==> src/rtl/uart_pkg.sv <==
// Shared UART definitions: transmitter/receiver state encoding, default frame
// geometry and the parity helper.
package uart_pkg;

  typedef enum logic [2:0] {
    IDLE,
    ARMED,
    START,
    DATA,
    PARITY,
    STOP
  } state_e;

  localparam int unsigned DEF_DATA_BITS = 8;
  localparam int unsigned DEF_STOP_BITS = 1;
  localparam int unsigned MAX_DATA_BITS = 9;

  // Zero-extension to MAX_DATA_BITS leaves the XOR reduction unchanged.
  function automatic logic frame_parity(input logic [MAX_DATA_BITS-1:0] data,
                                        input logic odd);
    return (^data) ^ odd;
  endfunction

endpackage

==> src/rtl/uart_tx.sv <==
// UART transmitter: accepts one word over valid/ready and serialises it as
// start bit, LSB-first data, optional parity and stop bits, one bit per baud tick.
module uart_tx
  import uart_pkg::*;
#(
  parameter int unsigned DataBits  = DEF_DATA_BITS,
  parameter int unsigned StopBits  = DEF_STOP_BITS,
  parameter int unsigned ParityEn  = 0,
  parameter int unsigned ParityOdd = 0
) (
  input  logic                clk,
  input  logic                rst,
  input  logic                baud_tick,
  output logic                baud_en,
  input  logic [DataBits-1:0] data_in,
  input  logic                valid,
  output logic                ready,
  output logic                tx,
  output logic                busy,
  output logic                tx_done
);

  localparam int unsigned IDX_W = $clog2(DataBits);

  state_e              state;
  state_e              state_next;
  logic [DataBits-1:0] shift_reg;
  logic [IDX_W-1:0]    bit_idx;
  logic                stop_cnt;
  logic                parity_bit;
  logic                last_bit;
  logic                last_stop;

  assign last_bit  = (bit_idx == IDX_W'(DataBits - 1));
  assign last_stop = (stop_cnt == 1'(StopBits - 1));

  assign ready   = (state == IDLE);
  assign busy    = (state != IDLE);
  assign baud_en = busy;

  always_ff @(posedge clk or posedge rst) begin
    if (rst) begin
      state <= IDLE;
    end else begin
      state <= state_next;
    end
  end

  always_comb begin
    state_next = state;
    case (state)
      IDLE:    if (valid) state_next = ARMED;
      ARMED:   if (baud_tick) state_next = START;
      START:   if (baud_tick) state_next = DATA;
      DATA:    if (baud_tick && last_bit) state_next = (ParityEn != 0) ? PARITY : STOP;
      PARITY:  if (baud_tick) state_next = STOP;
      STOP:    if (baud_tick && last_stop) state_next = IDLE;
      default: state_next = IDLE;
    endcase
  end

  // The word is shifted out, so parity is captured from data_in at accept time.
  always_ff @(posedge clk or posedge rst) begin
    if (rst) begin
      tx         <= 1'b1;
      tx_done    <= 1'b0;
      shift_reg  <= '0;
      bit_idx    <= '0;
      stop_cnt   <= 1'b0;
      parity_bit <= 1'b0;
    end else begin
      tx_done <= 1'b0;
      case (state)
        IDLE: begin
          if (valid) begin
            shift_reg  <= data_in;
            parity_bit <= frame_parity(MAX_DATA_BITS'(data_in), ParityOdd != 0);
          end
        end
        ARMED: begin
          if (baud_tick) tx <= 1'b0;
        end
        START: begin
          if (baud_tick) begin
            tx      <= shift_reg[0];
            bit_idx <= '0;
          end
        end
        DATA: begin
          if (baud_tick) begin
            if (last_bit) begin
              if (ParityEn != 0) begin
                tx <= parity_bit;
              end else begin
                tx       <= 1'b1;
                stop_cnt <= 1'b0;
              end
            end else begin
              bit_idx   <= bit_idx + 1'b1;
              tx        <= shift_reg[1];
              shift_reg <= shift_reg >> 1;
            end
          end
        end
        PARITY: begin
          if (baud_tick) begin
            tx       <= 1'b1;
            stop_cnt <= 1'b0;
          end
        end
        STOP: begin
          if (baud_tick) begin
            if (last_stop) tx_done  <= 1'b1;
            else           stop_cnt <= 1'b1;
          end
        end
        default: ;
      endcase
    end
  end

endmodule

==> config.mk <==
export PLATFORM = sky130hd
export DESIGN_NAME = uart_tx
export DESIGN_NICKNAME = d
export VERILOG_FILES = /design/src/rtl/uart_pkg.sv /design/src/rtl/uart_tx.sv
export SDC_FILE = /design/constraint.sdc
export NUM_CORES = 1
export LEC_CHECK = 0
export CORE_MARGIN = 4
export CORE_UTILIZATION = 53
export CTS_BUF_LIST = sky130_fd_sc_hd__clkbuf_16
export DETAILED_ROUTE_END_ITERATION = 10
export PLACE_DENSITY_LB_ADDON = 0.05
export SETUP_SLACK_MARGIN = 0.3
export SLEW_MARGIN = 10
export SYNTH_ARGS = -nofsm -noshare
export SYNTH_HDL_FRONTEND = slang
export SYNTH_SLANG_ARGS = --single-unit
==> constraint.sdc <==
create_clock -name clk -period 5 [get_ports clk]
set_input_delay 0.5 -clock clk [delete_from_list [all_inputs] [get_ports clk]]
set_output_delay 0.5 -clock clk [all_outputs]
set_load 0.01 [all_outputs]
======== Yosys cells after proc, flatten, opt, wreduce, memory -nomap -nowiden ========
Index checks and enable logic that the tools add are counted.
Widths: inputs -> output; s select.
storage, ports and cells
  output and inout port bits .............. 5
  bits of input ports ..................... 12
  flip-flop bits (word level) ............. 17
cells by class
  mux-type cells .......................... 29
  reduce and logical (&&, ||, !) cells .... 13
  $add $sub $neg .......................... 1
  equality and inequality tests ........... 16
  bitwise operators ....................... 1
operators by type and width
  cell                 count
  $mux 3               9
  $mux 8               3
  $ne 2x2->1 const B   10
  $pmux 3 s6           1
  $pmux 8 s2           1
  $mux 1               12
  $reduce_and 5->1     2
  $eq 3x3->1 const B   3
  $reduce_and 4->1     2
  $eq 3x2->1 const B   2
  $pmux 3 s2           1
  $reduce_and 6->1     1
  $reduce_bool 3->1    2
  $pmux 1 s4           1
  $reduce_bool 2->1    2
  $reduce_bool 4->1    1
  $add 3x1->3 const B  1
  $eq 3x1->1 const B   1
  $logic_not 3->1      1
  $pmux 1 s3           1
  $logic_and 1x1->1    2
  $not 1->1            1

======== Longest topological paths before layout ========
  depth after elaboration ................. 4
  gate-level depth with buffers ........... 5
  depth with buffers taken out ............ 5

======== Worst setup path after synthesis ========
No wires, ideal clock.
  path type ............................... register to register
  start ................................... register bit_idx[0]
  end ..................................... register shift_reg[0]
  stages on the path, launching flop included .. 6
  path slack .............................. 3277 ps
  data arrival time ....................... 1598 ps
  path buffers ............................ 0
  path through ............................ dfrtp_1 > ha_1 > ha_1 > nand4b_1 > a21oi_4 > mux2_2
between the ends
  cells in the longest elaborated chain, start to end .. 3
RTL lines
  item                               line            source
  from (decl)                        uart_tx.sv:28   logic [IDX_W-1:0] bit_idx;
  from (signal assigned)             uart_tx.sv:99   bit_idx <= bit_idx + 1'b1;
  $eq 3x3->1                         uart_tx.sv:34   assign last_bit = (bit_idx == IDX_W'(DataBits - 1));
  $ne 2x2->1 (no source line)        n/a
  $reduce_and 4->1 (no source line)  n/a
  to (signal assigned)               uart_tx.sv:76   shift_reg <= data_in;
  to (signal assigned)               uart_tx.sv:101  shift_reg <= shift_reg >> 1;
  to (decl)                          uart_tx.sv:27   logic [DataBits-1:0] shift_reg;
Every way passes these cells.
A chain may end at the register's enable or synchronous reset.

======== Worst setup path after layout ========
  start ................................... register state[0]
  end ..................................... output ready
between the ends
  cells in the longest elaborated chain, start to end .. 1
RTL lines
  item                    line           source
  from (decl)             uart_tx.sv:25  state_e state;
  from (signal assigned)  uart_tx.sv:45  state <= state_next;
  $logic_not 3->1         uart_tx.sv:37  assign ready = (state == IDLE);
  to (decl)               uart_tx.sv:17  output logic ready,
Every way passes these cells.

==> results.yml <==
cts:
  htreeDepth: 1
  clk_path_buf_depth: 2
  cts_tree: "done"
  cts.sinks: 16
  clk_root_buffer_cell: "clkbuf_16"
  cts.reportedPaths.clkPinSlew_ps: 50
  cts_inserted_buffers: 3
  hold_buffers: 0
  worstSkewPairLatency_ps: 240
  postCtsSetupRepairBufs: 0
  post_cts_resized: 0
detailed_routing:
  wl_met2_um: 850
  vias_per_cell: 5.701
  ant_nets: 0
  postRouteWirelength_um: 1599
  drt-met1-wl_um: 661
  vias: 610
  wl_met3_um: 74
  drtIter0Drc: 14
  drcViolationCount: 0
  dr.pass1.iters: 4
  top_layer_used: "met4"
  wl_per_cell_um: 14.94
yosys:
  synth_top_family_by_area: "multiplexers"
  yosys.area_share.simple_pct: 14.18
  synth_cells: 77
  synth_edf_count: 0
  synthAdderAreaFrac_pct: 2.837
  synth_xor_area_share_pct: 0
  async_flop_share_pct: 100.0
  yosys_warnings: 0
  synth_flop_cell: "dfrtp_1"
  syn_nets: 91
  ys_seq_area_share_pct: 45.53
  avgSynthCellArea_um2: 11.46
  muxShareOfSynthArea_pct: 20.43
  synth.ff_latch_count: 16
  synth_compound_area_share_pct: 11.63
  synth_area_um2: 882.1
  synth_cell_types: 32
die:
  dieArea_mm2: 0.002381
  core_mm2: 0.001541
  dieWidth_um: 48.80
  start_util_pct: 57.22
  die_y_um: 48.80
  io_pins: 17
  row_count: 14
timing:
  final_hold_viol_count: 0
  max_freq_ghz: 0.4300
  final-max-slew-violation-count: 0
  rsz0062_at_grt: "false"
  setup_ws_ps: 2674
  fin_crit_sh_pct: 46.51
  worst-slew-pin-transition_ps: 606.6
  worst_slew_margin_rel_pct: 59.51
  fin_crit_ps: 2326
  setup_viol: 0
  fin_skew_ps: 3.004
  finalSetupTns_ps: 0
pwr:
  p_per_area_mw_per_mm2: 588.0
  power_switching_uw: 197.4
  p_clk_share_pct: 23.7
  p_int_uw: 452.2
  swShare_pct: 30.39
  ir_drop_mv: 0.3020
  p_seq_share_pct: 36.1
  power.leakage_nw: 0.5011
  report.power.total_uw: 649.6
  p_comb_share_pct: 40.2
finish:
  nets: 106
  fin_area_mm2: 0.001105
  largest_reg_flops: 8
  drive_above_1_share_pct: 25.27
  syn_to_final_growth_pct: 25.25
  diodes: 0
worst_hold_path:
  hold_end: "shift_reg[0]$_DFFE_PP0P_"
  hold_path.class: "reg -> reg"
  holdPathStages: 1
  min-delay-start: "shift_reg[0]$_DFFE_PP0P_"
setup_path:
  r2r_slack_ps: 3100
  start_kind: "register"
  crit_arrival_ps: 1830
  critPathKind: "reg -> out"
  crit_fanout: 18
  cp.required_ps: 4500
  rr_startpoint: "bit_idx[0]$_DFFE_PP0P_"
  worst-r2r-cell-count: 5
  worstSetupEndpointType: "primary output"
  r2r-end: "shift_reg[1]$_DFFE_PP0P_"
grt:
  grt_max_degree: 19
  grt_pass1_vias: 621
  grt_pass1_wl_um: 2635
  track_usage_pct: 14.12
  grt_overflow: 0
  antenna_found_initial: 0
placed_design:
  place.gp.congestion: 0.7147
  port_buffers: 16
  pre_cts_ws_ps: 2808
  hpwlAfterDp_um: 1136
  post_dp_cell_area_mm2: 0.001026
run:
  maxCapViolations: 0
status:
  outcome: "finished, final reports clean"
-- layout make-up --
type,count,area (µm²)
Fill cell,111,436.7
Multi-Input combinational cell,52,432.9
Clock inverter,1,3.754
Tap cell,16,20.02
Clock buffer,3,75.07
Timing Repair Buffer,16,160.2
Inverter,3,11.26
Sequential cell,16,401.6
-- cell usage after synthesis (2+ instances only) --
cell type | instances | area share, %
a21o_1 | 2 | 1.7
a21oi_1 | 5 | 2.8
and3_1 | 2 | 1.4
buf_2 | 2 | 1.1
clkbuf_1 | 2 | 0.85
dfrtp_1 | 15 | 43
ha_1 | 2 | 2.8
inv_1 | 3 | 1.3
mux2_2 | 16 | 20
nor2_1 | 3 | 1.3
o21ai_0 | 3 | 1.7
or3_1 | 2 | 1.4
-- cells by family after synthesis --
group,Yosys count
fa+ha+maj,2
simple gates,19
flops,16
buf+inv,9
compound gates,15
mux,16
-- power groups by stage --
stage / logic, mW / registers, mW / clock network [mW]
after floorplan: 0.244 / 0.207 / 0
after global placement: 0.257 / 0.233 / 0
after detailed placement: 0.265 / 0.236 / 0
after CTS: 0.264 / 0.235 / 0.157
after global routing: 0.287 / 0.243 / 0.167
final: 0.261 / 0.235 / 0.154
-- cells in the final DEF, fill, tap and decap left out, drive strengths merged, types with 3 or more instances in the layout --
master and n:
mux2 16, dfrtp 15, nor2 3, inv 3
clkbuf 3, a21oi 6, o21ai 3, clkdlybuf4s50 16
-- stage by stage --
step / std cells / util [%] / hold WS, ps
3_3_place_gp: 103 / 66.56 / 487.2
2_1_floorplan: 77 / - / 413.0
4_1_cts: 107 / 71.67 / 505.1
3_5_place_dp: 103 / 66.56 / 494.6
6_report: 107 / 71.67 / 499.7
5_1_grt: 107 / 71.67 / 517.8
-- worst max path at each step --
stage	to	depth (start not counted)	slack, ps	from
detailed placement	shift_reg[5]$_DFFE_PP0P_	4	2810	valid
floorplan	shift_reg[0]$_DFFE_PP0P_	5	3280	bit_idx[0]$_DFFE_PP0P_
global route	ready	3	2590	state[0]$_DFFE_PP0P_
global placement	shift_reg[5]$_DFFE_PP0P_	4	2820	valid
CTS	ready	3	2680	state[0]$_DFFE_PP0P_
finish	ready	3	2670	state[0]$_DFFE_PP0P_
-- metal layers --
| layer | vias to the layer above | global-route usage (%) |
|---|---|---|
| met1 | 287 | 16.76 |
| met4 | 0 | 6.726 |
| met2 | 15 | 23.91 |
| met3 | 2 | 3.058 |
| li1 | 306 | - |
| met5 | - | 0 |
-- critical path, cell delays in order (launching register included) --
cell,delay (ps)
dfrtp_1,550
or3_1,420
inv_1,90
clkdlybuf4s50_1,530
No activity file was read; power rests on OpenSTA's default activity.
==> RTL edit: new RTL, same flow settings <==
Change the package constant `DEF_DATA_BITS` from 8 to 4.
--- a/src/rtl/uart_pkg.sv
+++ b/src/rtl/uart_pkg.sv
@@ -11,7 +11,7 @@
     STOP
   } state_e;
 
-  localparam int unsigned DEF_DATA_BITS = 8;
+  localparam int unsigned DEF_DATA_BITS = 4;
   localparam int unsigned DEF_STOP_BITS = 1;
   localparam int unsigned MAX_DATA_BITS = 9;
 
Ports: changed (resized data_in); port bits go from 17 to 13. No check against the original RTL was run, so the function may have changed too.
==> RTL edit against the original RTL <==
Combinational power down 30%; sequential cell count shrank 5; power is 22% lower; critical path depth unchanged; non-clock buffer count decreased by 4; wire length shrank 25%; first-iteration DRC count down 71%; global-route usage up 0.87 points; final area decreased by 25%; die area is 24% lower; synthesized area shrank 28%; largest power group unchanged; setup slack better by 0.022 ns; clock skew barely moved.
==> RTL edit: results (changes against the original RTL) <==
{
  "status": {
    "outcome": "complete, no violations"
  },
  "critical_path": {
    "regToRegSetupSlack": {"value": 3.32, "unit": "ns", "change": "+0.22 ns"},
    "cp.arrival": {"value": 1.80, "unit": "ns", "change": "-0.03 ns"},
    "critical_path_maximum_fanout": {"value": 16, "change": "-2"}
  },
  "synth": {
    "syn-mean-instance-area": {"value": 10.2, "unit": "um2", "change": "-11%"},
    "ys_top_cells_by_area": "sky130_fd_sc_hd__dfrtp_1, sky130_fd_sc_hd__mux2_2, sky130_fd_sc_hd__dfstp_2, sky130_fd_sc_hd__nor2_1, sky130_fd_sc_hd__nand3b_4",
    "synth_commonest_cells": "sky130_fd_sc_hd__dfrtp_1, sky130_fd_sc_hd__mux2_2, sky130_fd_sc_hd__nor2_1",
    "number_of_distinct_library_cell_variants_in_the_gate_level_netlist_after_synthesis": {"value": 28, "change": "-13%"},
    "area_fraction_in_compound_gates_after_synthesis": {"value": 10.5, "unit": "%", "change": "-1.2 points"},
    "synth.net_count": {"value": 71, "change": "-22%"}
  },
  "placed_design": {
    "gp_congestion": {"value": 0.683, "change": "-4.4%"},
    "placement_stage_worst_setup_slack": {"value": 2.92, "unit": "ns", "change": "+0.113 ns"},
    "placement.cell_area": {"value": 749, "unit": "um2", "change": "-27%"}
  },
  "power": {
    "power.share.clock": {"value": 28.3, "unit": "%", "change": "+4.6 points"},
    "power.sequential.total": {"value": 0.177, "unit": "mW", "change": "-25%"},
    "net_switching_power_figure": {"value": 0.163, "unit": "mW", "change": "-18%"}
  },
  "timing": {
    "timing.max_slew.rel_slack": {"value": 71.4, "unit": "%", "change": "+12 points"},
    "timing.hold.ws": {"value": 0.511, "unit": "ns", "change": "+0.0108 ns"}
  },
  "route": {
    "violation_count_after_the_first_detailed_routing_iteration": {"value": 4, "change": "-10"},
    "wirelength_met1": {"value": 569, "unit": "um", "change": "-14%"},
    "wl_met2": {"value": 577, "unit": "um", "change": "-32%"},
    "drt-vias-per-instance": {"value": 5.48, "change": "-3.9%"}
  },
  "global_route": {
    "met1_usage": {"value": 19.3, "unit": "%", "change": "+2.5 points"},
    "global_routing_usage_on_met2": {"value": 22.2, "unit": "%", "change": "-1.7 points"},
    "grtUsageMet3": {"value": 5.15, "unit": "%", "change": "+2.1 points"},
    "grt_pass1_vias": {"value": 448, "change": "-28%"}
  },
  "finish": {
    "post_route_cells_drive_above_1_share": {"value": 17.6, "unit": "%", "change": "-7.7 points"},
    "layout.area.seq": {"value": 277, "unit": "um2", "change": "-31%"},
    "final_net_count": {"value": 84, "change": "-21%"}
  }
}
[RTL edit: changes by cell type after synthesis, moves of 2 or more]
cell / unedited run / this run
sky130_fd_sc_hd__clkbuf_1: 2 / 0
sky130_fd_sc_hd__nand2_1: 1 / 4
sky130_fd_sc_hd__a21oi_1: 5 / 3
sky130_fd_sc_hd__a21o_1: 2 / 0
sky130_fd_sc_hd__dfrtp_1: 15 / 10
sky130_fd_sc_hd__nor2_1: 3 / 6
sky130_fd_sc_hd__and3_1: 2 / 0
sky130_fd_sc_hd__mux2_2: 16 / 6
[RTL edit: worst max-delay path, cell delays in order, from the launching register on]
cell and delay [ns]:
sky130_fd_sc_hd__dfrtp_1 0.53, sky130_fd_sc_hd__or3_1 0.45, sky130_fd_sc_hd__inv_1 0.07, sky130_fd_sc_hd__clkdlybuf4s50_1 0.53
[RTL edit: final cells by class]
type	instances	share of cell area (%)
clock buffer	3	9.05
clock inverter	1	0.603
inverter	4	1.81
multi-input combinational	43	38.6
sequential	11	33.3
tap	14	2.11
timing repair buffer	12	14.5
